File: config.mk
export PLATFORM = sky130hd
export DESIGN_NAME = complex_alu
export DESIGN_NICKNAME = d
export VERILOG_FILES = /design/src/rtl/complex_alu_pkg.sv /design/src/rtl/cplx_narrow.sv /design/src/rtl/complex_alu.sv
export SDC_FILE = /design/constraint.sdc
export NUM_CORES = 1
export LEC_CHECK = 0
export CAP_MARGIN = 20
export CORE_ASPECT_RATIO = 0.6
export CORE_MARGIN = 2
export CORE_UTILIZATION = 35
export DETAILED_ROUTE_END_ITERATION = 8
export PLACE_DENSITY = 0.64
export SLEW_MARGIN = 20
export SYNTH_ARGS = -nofsm -noshare
export SYNTH_HDL_FRONTEND = slang
export SYNTH_SLANG_ARGS = --single-unit
File: constraint.sdc
create_clock -name clk -period 5.5 [get_ports clk]
set_input_delay 0.825 -clock clk [delete_from_list [all_inputs] [get_ports clk]]
set_output_delay 0.825 -clock clk [all_outputs]
set_load 0.02 [all_outputs]
File: src/rtl/complex_alu_pkg.sv
// Shared types and helpers for the complex ALU execute stage.
// Each operand packs the real part in the upper nibble and the imaginary part in the lower nibble.
package complex_alu_pkg;

    localparam int CPLX_W = 8;
    localparam int CW     = CPLX_W / 2;
    localparam int AW     = 2 * CW + 1;   // accumulator width: holds a sum of two CWxCW products

    localparam logic [1:0] OP_ADD = 2'b00;
    localparam logic [1:0] OP_SUB = 2'b01;
    localparam logic [1:0] OP_MUL = 2'b10;
    localparam logic [1:0] OP_ILL = 2'b11;

    typedef enum logic [2:0] {
        S_IDLE,
        S_ADDSUB,
        S_MUL0,
        S_MUL1,
        S_MUL2,
        S_MUL3,
        S_DONE
    } state_t;

    function automatic logic signed [CW-1:0] re_of(input logic [2*CW-1:0] v);
        return v[2*CW-1:CW];
    endfunction

    function automatic logic signed [CW-1:0] im_of(input logic [2*CW-1:0] v);
        return v[CW-1:0];
    endfunction

    function automatic logic [2*CW-1:0] pack_cplx(input logic [CW-1:0] re, input logic [CW-1:0] im);
        return {re, im};
    endfunction

endpackage

File: src/rtl/cplx_narrow.sv
// Narrows one full-width signed component to CW bits and flags out-of-range values.
// COMPLEX_SAT_EN selects clamping to the signed limits instead of two's-complement wrap.
module cplx_narrow
    import complex_alu_pkg::*;
#(
    parameter int IW = AW
) (
    input  logic signed [IW-1:0] full,
    output logic [CW-1:0]        narrow,
    output logic                 ovf
);

    localparam int MAXV = (1 << (CW - 1)) - 1;
    localparam int MINV = -(1 << (CW - 1));

    logic hi;
    logic lo;

    assign hi  = int'(full) > MAXV;
    assign lo  = int'(full) < MINV;
    assign ovf = hi | lo;

`ifdef COMPLEX_SAT_EN
    assign narrow = hi ? CW'(MAXV) : (lo ? CW'(MINV) : full[CW-1:0]);
`else
    assign narrow = full[CW-1:0];
`endif

endmodule

File: src/rtl/complex_alu.sv
// Complex add/sub/multiply execute stage feeding the data memory's write port.
// Multiply shares one signed CWxCW multiplier over four cycles; define COMPLEX_SAT_EN for saturating results.
module complex_alu
    import complex_alu_pkg::*;
#(
    parameter int DATA_W = 8,   // must equal 2*CW
    parameter int ADDR_W = 6
) (
    input  logic              clk,
    input  logic              rst,
    input  logic              start,
    input  logic [1:0]        opcode,
    input  logic [ADDR_W-1:0] dest_addr,
    input  logic [DATA_W-1:0] op_a,
    input  logic [DATA_W-1:0] op_b,
    output logic              busy,
    output logic              done,
    output logic [DATA_W-1:0] result,
    output logic              wr_en,
    output logic [ADDR_W-1:0] wr_addr,
    output logic              ovf,
    output logic              err
);

    state_t state, state_nxt;

    logic [DATA_W-1:0]      a_q, b_q;
    logic [1:0]             op_q;
    logic [ADDR_W-1:0]      dest_q;
    logic signed [AW-1:0]   acc_re, acc_im;
    logic signed [CW-1:0]   mul_x, mul_y;
    logic signed [2*CW-1:0] prod;
    logic [CW-1:0]          re_n, im_n;
    logic                   ovf_re, ovf_im;
    logic [DATA_W-1:0]      result_q, result_live;
    logic                   ovf_q, err_q, ovf_live;
    logic                   is_ill, in_done;

    // NOTE: sequential state uses non-blocking <= so every register samples pre-edge values.
    always_ff @(posedge clk or posedge rst) begin
        if (rst) state <= S_IDLE;
        else     state <= state_nxt;
    end

    // NOTE: every variable gets a default first so no path through the case infers a latch.
    always_comb begin
        state_nxt = state;
        case (state)
            S_IDLE: begin
                if (start) begin
                    case (opcode)
                        OP_ADD, OP_SUB: state_nxt = S_ADDSUB;
                        OP_MUL:         state_nxt = S_MUL0;
                        default:        state_nxt = S_DONE;
                    endcase
                end
            end
            S_ADDSUB: state_nxt = S_DONE;
            S_MUL0:   state_nxt = S_MUL1;
            S_MUL1:   state_nxt = S_MUL2;
            S_MUL2:   state_nxt = S_MUL3;
            S_MUL3:   state_nxt = S_DONE;
            S_DONE:   state_nxt = S_IDLE;
            default:  state_nxt = S_IDLE;
        endcase
    end

    // Operand steering for the single shared multiplier.
    always_comb begin
        mul_x = '0;
        mul_y = '0;
        case (state)
            S_MUL0: begin mul_x = re_of(a_q); mul_y = re_of(b_q); end
            S_MUL1: begin mul_x = im_of(a_q); mul_y = im_of(b_q); end
            S_MUL2: begin mul_x = re_of(a_q); mul_y = im_of(b_q); end
            S_MUL3: begin mul_x = im_of(a_q); mul_y = re_of(b_q); end
            default: ;
        endcase
    end

    assign prod = mul_x * mul_y;

    always_ff @(posedge clk or posedge rst) begin
        if (rst) begin
            a_q      <= '0;
            b_q      <= '0;
            op_q     <= OP_ADD;
            dest_q   <= '0;
            acc_re   <= '0;
            acc_im   <= '0;
            result_q <= '0;
            ovf_q    <= 1'b0;
            err_q    <= 1'b0;
        end else begin
            case (state)
                S_IDLE: begin
                    if (start) begin
                        a_q    <= op_a;
                        b_q    <= op_b;
                        op_q   <= opcode;
                        dest_q <= dest_addr;
                        acc_re <= '0;
                        acc_im <= '0;
                    end
                end
                S_ADDSUB: begin
                    if (op_q == OP_SUB) begin
                        acc_re <= AW'(re_of(a_q)) - AW'(re_of(b_q));
                        acc_im <= AW'(im_of(a_q)) - AW'(im_of(b_q));
                    end else begin
                        acc_re <= AW'(re_of(a_q)) + AW'(re_of(b_q));
                        acc_im <= AW'(im_of(a_q)) + AW'(im_of(b_q));
                    end
                end
                S_MUL0:  acc_re <= acc_re + AW'(prod);
                S_MUL1:  acc_re <= acc_re - AW'(prod);
                S_MUL2,
                S_MUL3:  acc_im <= acc_im + AW'(prod);
                S_DONE: begin
                    result_q <= result_live;
                    ovf_q    <= ovf_live;
                    err_q    <= is_ill;
                end
                default: ;
            endcase
        end
    end

    cplx_narrow #(.IW(AW)) u_narrow_re (.full(acc_re), .narrow(re_n), .ovf(ovf_re));
    cplx_narrow #(.IW(AW)) u_narrow_im (.full(acc_im), .narrow(im_n), .ovf(ovf_im));

    assign is_ill      = (op_q == OP_ILL);
    assign in_done     = (state == S_DONE);
    assign result_live = is_ill ? '0 : pack_cplx(re_n, im_n);
    assign ovf_live    = !is_ill && (ovf_re || ovf_im);

    // Live values are presented during DONE and captured there so they hold until the next completion.
    assign busy    = (state != S_IDLE) && (state != S_DONE);
    assign done    = in_done;
    assign wr_en   = in_done && !is_ill;
    assign wr_addr = dest_q;
    assign result  = in_done ? result_live : result_q;
    assign ovf     = in_done ? ovf_live    : ovf_q;
    assign err     = in_done ? is_ill      : err_q;

endmodule

After elaboration in Yosys (flattened, before gate mapping). Index checks and enable logic that the tools add are counted.

Register bits after elaboration: 55. Output and inout port bits: 19. Word-level logic and storage cells: 70. Input bits: 27.

Multipliers: 1. Order comparisons: 4. Eq/ne operators: 12. Reductions and logical operators: 20. Bitwise gates (word level): 2. Muxes and demuxes: 14. Add/subtract/negate cells: 7.

Operators by type and width (count): case mux 9 bit (4 select lines) (1); two-way mux 9 bit (3); case mux 9 bit (3 select lines) (1); adder 9 x 8 -> 9 bit (2); greater-than comparator 9 x 4 -> 1 bit (second input constant) (2); < comparator 9 x 4 -> 1 bit (second input constant) (2); two-way mux 8 bit (2); case mux 4 bit (2 select lines) (2); case mux 3 bit (5 select lines) (1); OR reduction 2 bit (7); adder 4 x 4 -> 5 bit (2); subtractor 4 x 4 -> 5 bit (2); == test 3 bit (second input constant) (3); subtractor 9 x 8 -> 9 bit (1); multiplier 4 x 4 -> 8 bit (1); == test 3 x 2 -> 1 bit (second input constant) (2); case mux 3 bit (2 select lines) (1); AND reduction 2 bit (3); nonzero test 3 bit (2); == test 2 x 1 -> 1 bit (second input constant) (2); == test 2 bit (second input constant) (2); nonzero test 4 bit (1); == test 3 x 1 -> 1 bit (second input constant) (1); logical AND 1 bit (3); 9 further kinds (11).

Longest topological paths before layout.
Depth in word-level cells: 6. Gate-level depth with buffers: 29. Depth with buffers taken out: 26.

Hierarchy. A second synthesis with hierarchy kept.

Cell total of the unflattened synthesis: 448. Area, all modules: 4299.1 µm².

By module, submodules not included: complex_alu (cells each 430, area each 4169.0 µm², times used 1); cplx_narrow (cells each 9, area each 65.1 µm², times used 2).

Worst setup path before layout. Ideal clock, no wire load.

Path type: flip-flop to flip-flop. Start: register state[0]. End: register acc_re[8]. Data arrival time: 5672 ps. Stages on the path, launching flop included: 28. Path slack: -312 ps. Data required time: 5360 ps. Path through: dfrtp_1 > buf_2 > buf_1 > clkbuf_1 > nor2_1 > nand2_1 > nand2_1 > a22oi_1 > inv_1 > nand2_1 > fa_1 > inv_1 > fa_1 > fa_1 > ha_1 > inv_1 > fa_1 > nand2_1 > nor3_1 > nor2_1 > xnor2_1 > ha_1 > or2_2 > o311a_1 > nor4_1 > nor4_1 > a221oi_1 > o211ai_1.

Cells in the longest elaborated chain, start to end: 6. Elaborated cells on any way between the ends: 19. Those cells by class: add/sub (2); mul (1); eq/ne (6); mux (3); reduce/logical (7).

Ends and longest elaborated chain: start: declaration (line complex_alu.sv:25) `state_t state, state_nxt;`; start signal: assignment (line complex_alu.sv:42) `else state <= state_nxt;`; == test 3 bit / == test 3 x 2 -> 1 bit (equally long branches) (line complex_alu.sv:72, complex_alu.sv:95); OR reduction 2 bit (no line); case mux 4 bit (2 select lines) (line complex_alu.sv:72) `case (state)`; multiplier 4 x 4 -> 8 bit (line complex_alu.sv:81) `assign prod = mul_x * mul_y;`; subtractor 9 x 8 -> 9 bit / adder 9 x 8 -> 9 bit (equally long branches) (line complex_alu.sv:116, complex_alu.sv:115); case mux 9 bit (4 select lines) (line complex_alu.sv:95) `case (state)`; end signal: assignment (line complex_alu.sv:108) `acc_re <= AW'(re_of(a_q)) - AW'(re_of(b_q));`; end signal: assignment (line complex_alu.sv:115) `S_MUL0: acc_re <= acc_re + AW'(prod);`; end signal: assignment (line complex_alu.sv:116) `S_MUL1: acc_re <= acc_re - AW'(prod);`; end: declaration (line complex_alu.sv:30) `logic signed [AW-1:0] acc_re, acc_im;`.

Parallel ways exist; a longest one is shown, timed or not. A chain may end at the register's enable or synchronous reset.

Final worst setup path. Ends and elaborated chain as after synthesis.

==> out/results.txt <==
CP Data Arrival Time: 5.71 ns
Worst Reg2Reg Path Length in Cells: 22
CTS Buf Count: 5
row cnt: 31
startpoint type of the worst setup path: flop
Clock Sinks: 55
final worst clock skew: 0.006497 ns
failing checks: setup timing
DR iter-0 viols: 248
Worst Path Required: 5.67 ns
PortBufs: 45
Final Instance Count excl. Fillers: 682
first-pass GRT wire length: 17870 µm
# fillers: 1126
CTS tree: built
combinational family with the most area after synthesis: adder cells
vias after detailed routing: 3514
Synth area leader: dfrtp_1
drt first pass iters: 5
Async S/R FF share, synth: 100.0%
synth top area cells: dfrtp_1, ha_1, fa_1
placed cell count: 667
fmax: 180.7 MHz
dpl ws: -0.1483 ns
commonest non-fill, non-tap cell in the layout: dfrtp_1
critical path peak fanout: 9
post-synthesis xor/xnor area fraction: 8.268%
die area: 13260 µm²
average cell area after synthesis: 9.458 µm²
Hold Crit Depth: 1
Die Height: 89.99 µm
DP HPWL: 8359 µm
share of cells above drive strength 1: 15.67%
pin count of the biggest net entering global routing: 56
run status: complete, but fails checks
mux share of post-synthesis cell area: 6.614%
CTS Hold Bufs: 0
placer congestion estimate: 0.8747
Synth Flop Type: dfrtp_1
post-synthesis sequential area ratio: 31.91%
Synthesis Warnings: 0
Final Cell Area: 5380 µm²
wire per inst: 16.02 µm
Post-DRT Antenna Nets: 0
vias in the first global route: 3360
DRC viols: 0
number of distinct library cells after synthesis: 60
RSZ-0062 raised after global routing: yes
initial antenna violation count: 0
commonest cells after routing, fill and taps aside: dfrtp_1, clkdlybuf4s50_1, inv_1
Compound-Gate Fraction of Synth Area: 15.87%
Mapped Cells: 456
Post-synth EDFFs: 0
Skew-Pair Late Insertion Delay: 0.30 ns
final number of hold-violating endpoints: 0
Syn Nets: 535
fin crit share: 100.6%
Final setup viols: 1
Total Routing Usage GR: 16.83%
via/cell ratio: 5.152
Max Slew Vio Count: 0
I/O pins: 46
FF-to-FF setup slack: -0.03 ns
#FFs+latches synth: 55
Max-Cap Viols: 0
Initial Util: 35.87%
Max Root-Sink Buffers: 2
worst slew pin tran: 0.8329 ns
clk slew on worst S/H paths: 0.07 ns
Core ar.: 12020 µm²
Mapped Area: 4313 µm²
HP Class: reg -> reg
final net count: 595
area of the multi-input gates: 2774 µm²
H-tree depth: 2
minimum clock period: 5.533 ns
post-synth top area share: 31.91%
Post-Synth Adder-Cell Area: 17.52%
Cell Area, Placed: 5069 µm²
Area Overhead vs Synth: 24.75%
Post-Synth Simple-Gate Area: 13.87%
final worst slack: -0.03303 ns
Worst Setup End Kind: flop
total grt overflow: 0
Crit Path Category: reg -> reg
Slew headroom: 44.47%
Reg area: 1380 µm²
Ant. Diodes: 0
wirelength, routed: 10920 µm
Die Width: 147.3 µm
Root Driver: clkbuf_16
[synthesized netlist by cell type, types with 2 or more instances]
library cell and number:
a211oi_1 3, a21o_1 7, a21oi_1 28, a221o_1 4, a22o_1 9, a22oi_1 3
and2_1 5, and3_1 2, buf_6 2, clkbuf_1 15, dfrtp_1 55, fa_1 14
ha_1 38, inv_1 42, mux2_1 2, mux2_2 18, mux2i_1 6, nand2_1 30
nand2b_1 6, nand3b_1 2, nand4_1 4, nor2_1 38, nor2b_1 9, nor3_1 12
nor4_1 2, o21ai_0 21, o21ai_1 6, o21bai_1 2, o221ai_1 5, o22a_1 2
o31ai_1 2, or2_1 3, or4_1 2, xnor2_1 20, xnor3_1 2, xor2_1 11
[worst paths after layout]
kind | start | endpoint
max | state[0] | acc_re[8]
min | wr_addr[5] | wr_addr[5]
max reg2reg | state[0] | acc_re[8]
min in group asynchronous | rst | op_q[1]
min reg2reg | wr_addr[5] | wr_addr[5]
max in group asynchronous | rst | state[2]
[through the flow]
| step | hold WS [ns] | setup TNS [ns] | utilization [%] |
|---|---|---|---|
| after global routing | 0.5182 | -0.2950 | 44.75 |
| after detailed placement | 0.4788 | -0.1483 | 42.15 |
| after global placement | 0.4673 | 0 | 42.15 |
| final | 0.4926 | -0.03303 | 44.75 |
| after CTS | 0.4990 | 0 | 43.91 |
| after floorplan | 0.4788 | 0 | - |
[cell type report]
type / count / share of cell area [%]
clock inverters: 2 / 0.7209
repair buffers: 73 / 12.84
well taps: 165 / 3.837
flip-flops and latches: 55 / 25.65
clock buffers: 6 / 2.395
multi-input cells: 338 / 51.56
inverters: 43 / 3.000
[per-layer routing]
metal	global-route usage (%)	part of all wire (%)	vias up
li1	-	-	1705
met1	27.00	53	1689
met2	23.71	40	113
met3	3.046	6.7	7
met4	2.404	0.44	0
met5	0	0	-
[cells by family (layout without fill, tap and decap cells)]
group / count (synthesis) / count (layout)
mux: 26 / 26
fa+ha+maj: 52 / 52
compound gates: 103 / 103
xor+xnor: 35 / 35
simple gates: 122 / 122
flops: 55 / 55
buf+inv: 63 / 124
[worst max-delay path, cell delays in order, from the launching register on]
cell and delay [ns]:
dfrtp_2 0.46, buf_12 0.16, mux2i_1 0.11, o22a_1 0.24, nand2b_4 0.15, fa_1 0.51, inv_2 0.04, fa_1 0.49
fa_1 0.51, ha_2 0.19, inv_1 0.05, fa_1 0.52, nand2_1 0.07, nor3_2 0.17, nor2_1 0.08, xnor2_1 0.14
ha_1 0.30, or2_4 0.25, o311a_4 0.15, nor4_4 0.30, nor4_2 0.08, a221oi_1 0.29, o211ai_1 0.13
[sequential cells by signal (all words and copies together) (netlist names)]
name and cells:
result_q 8, acc_im 9, ovf_q 1, b_q 8, state 3, op_q 2
wr_addr 6, acc_re 9, a_q 8, err_q 1
[what timing repair did]
| action | 4_1_cts | 5_1_grt |
|---|---|---|
| gates resized for setup | 6 | 11 |
| cloned | 0 | 1 |
| pin swaps | 1 | 7 |
| setup buffers | 2 | 4 |
| endpoints found under the setup margin | 1 | 2 |
Power is left out: the tool's default activity adds up to more than one toggle a clock period on the data nets, which glitch-free logic cannot reach.
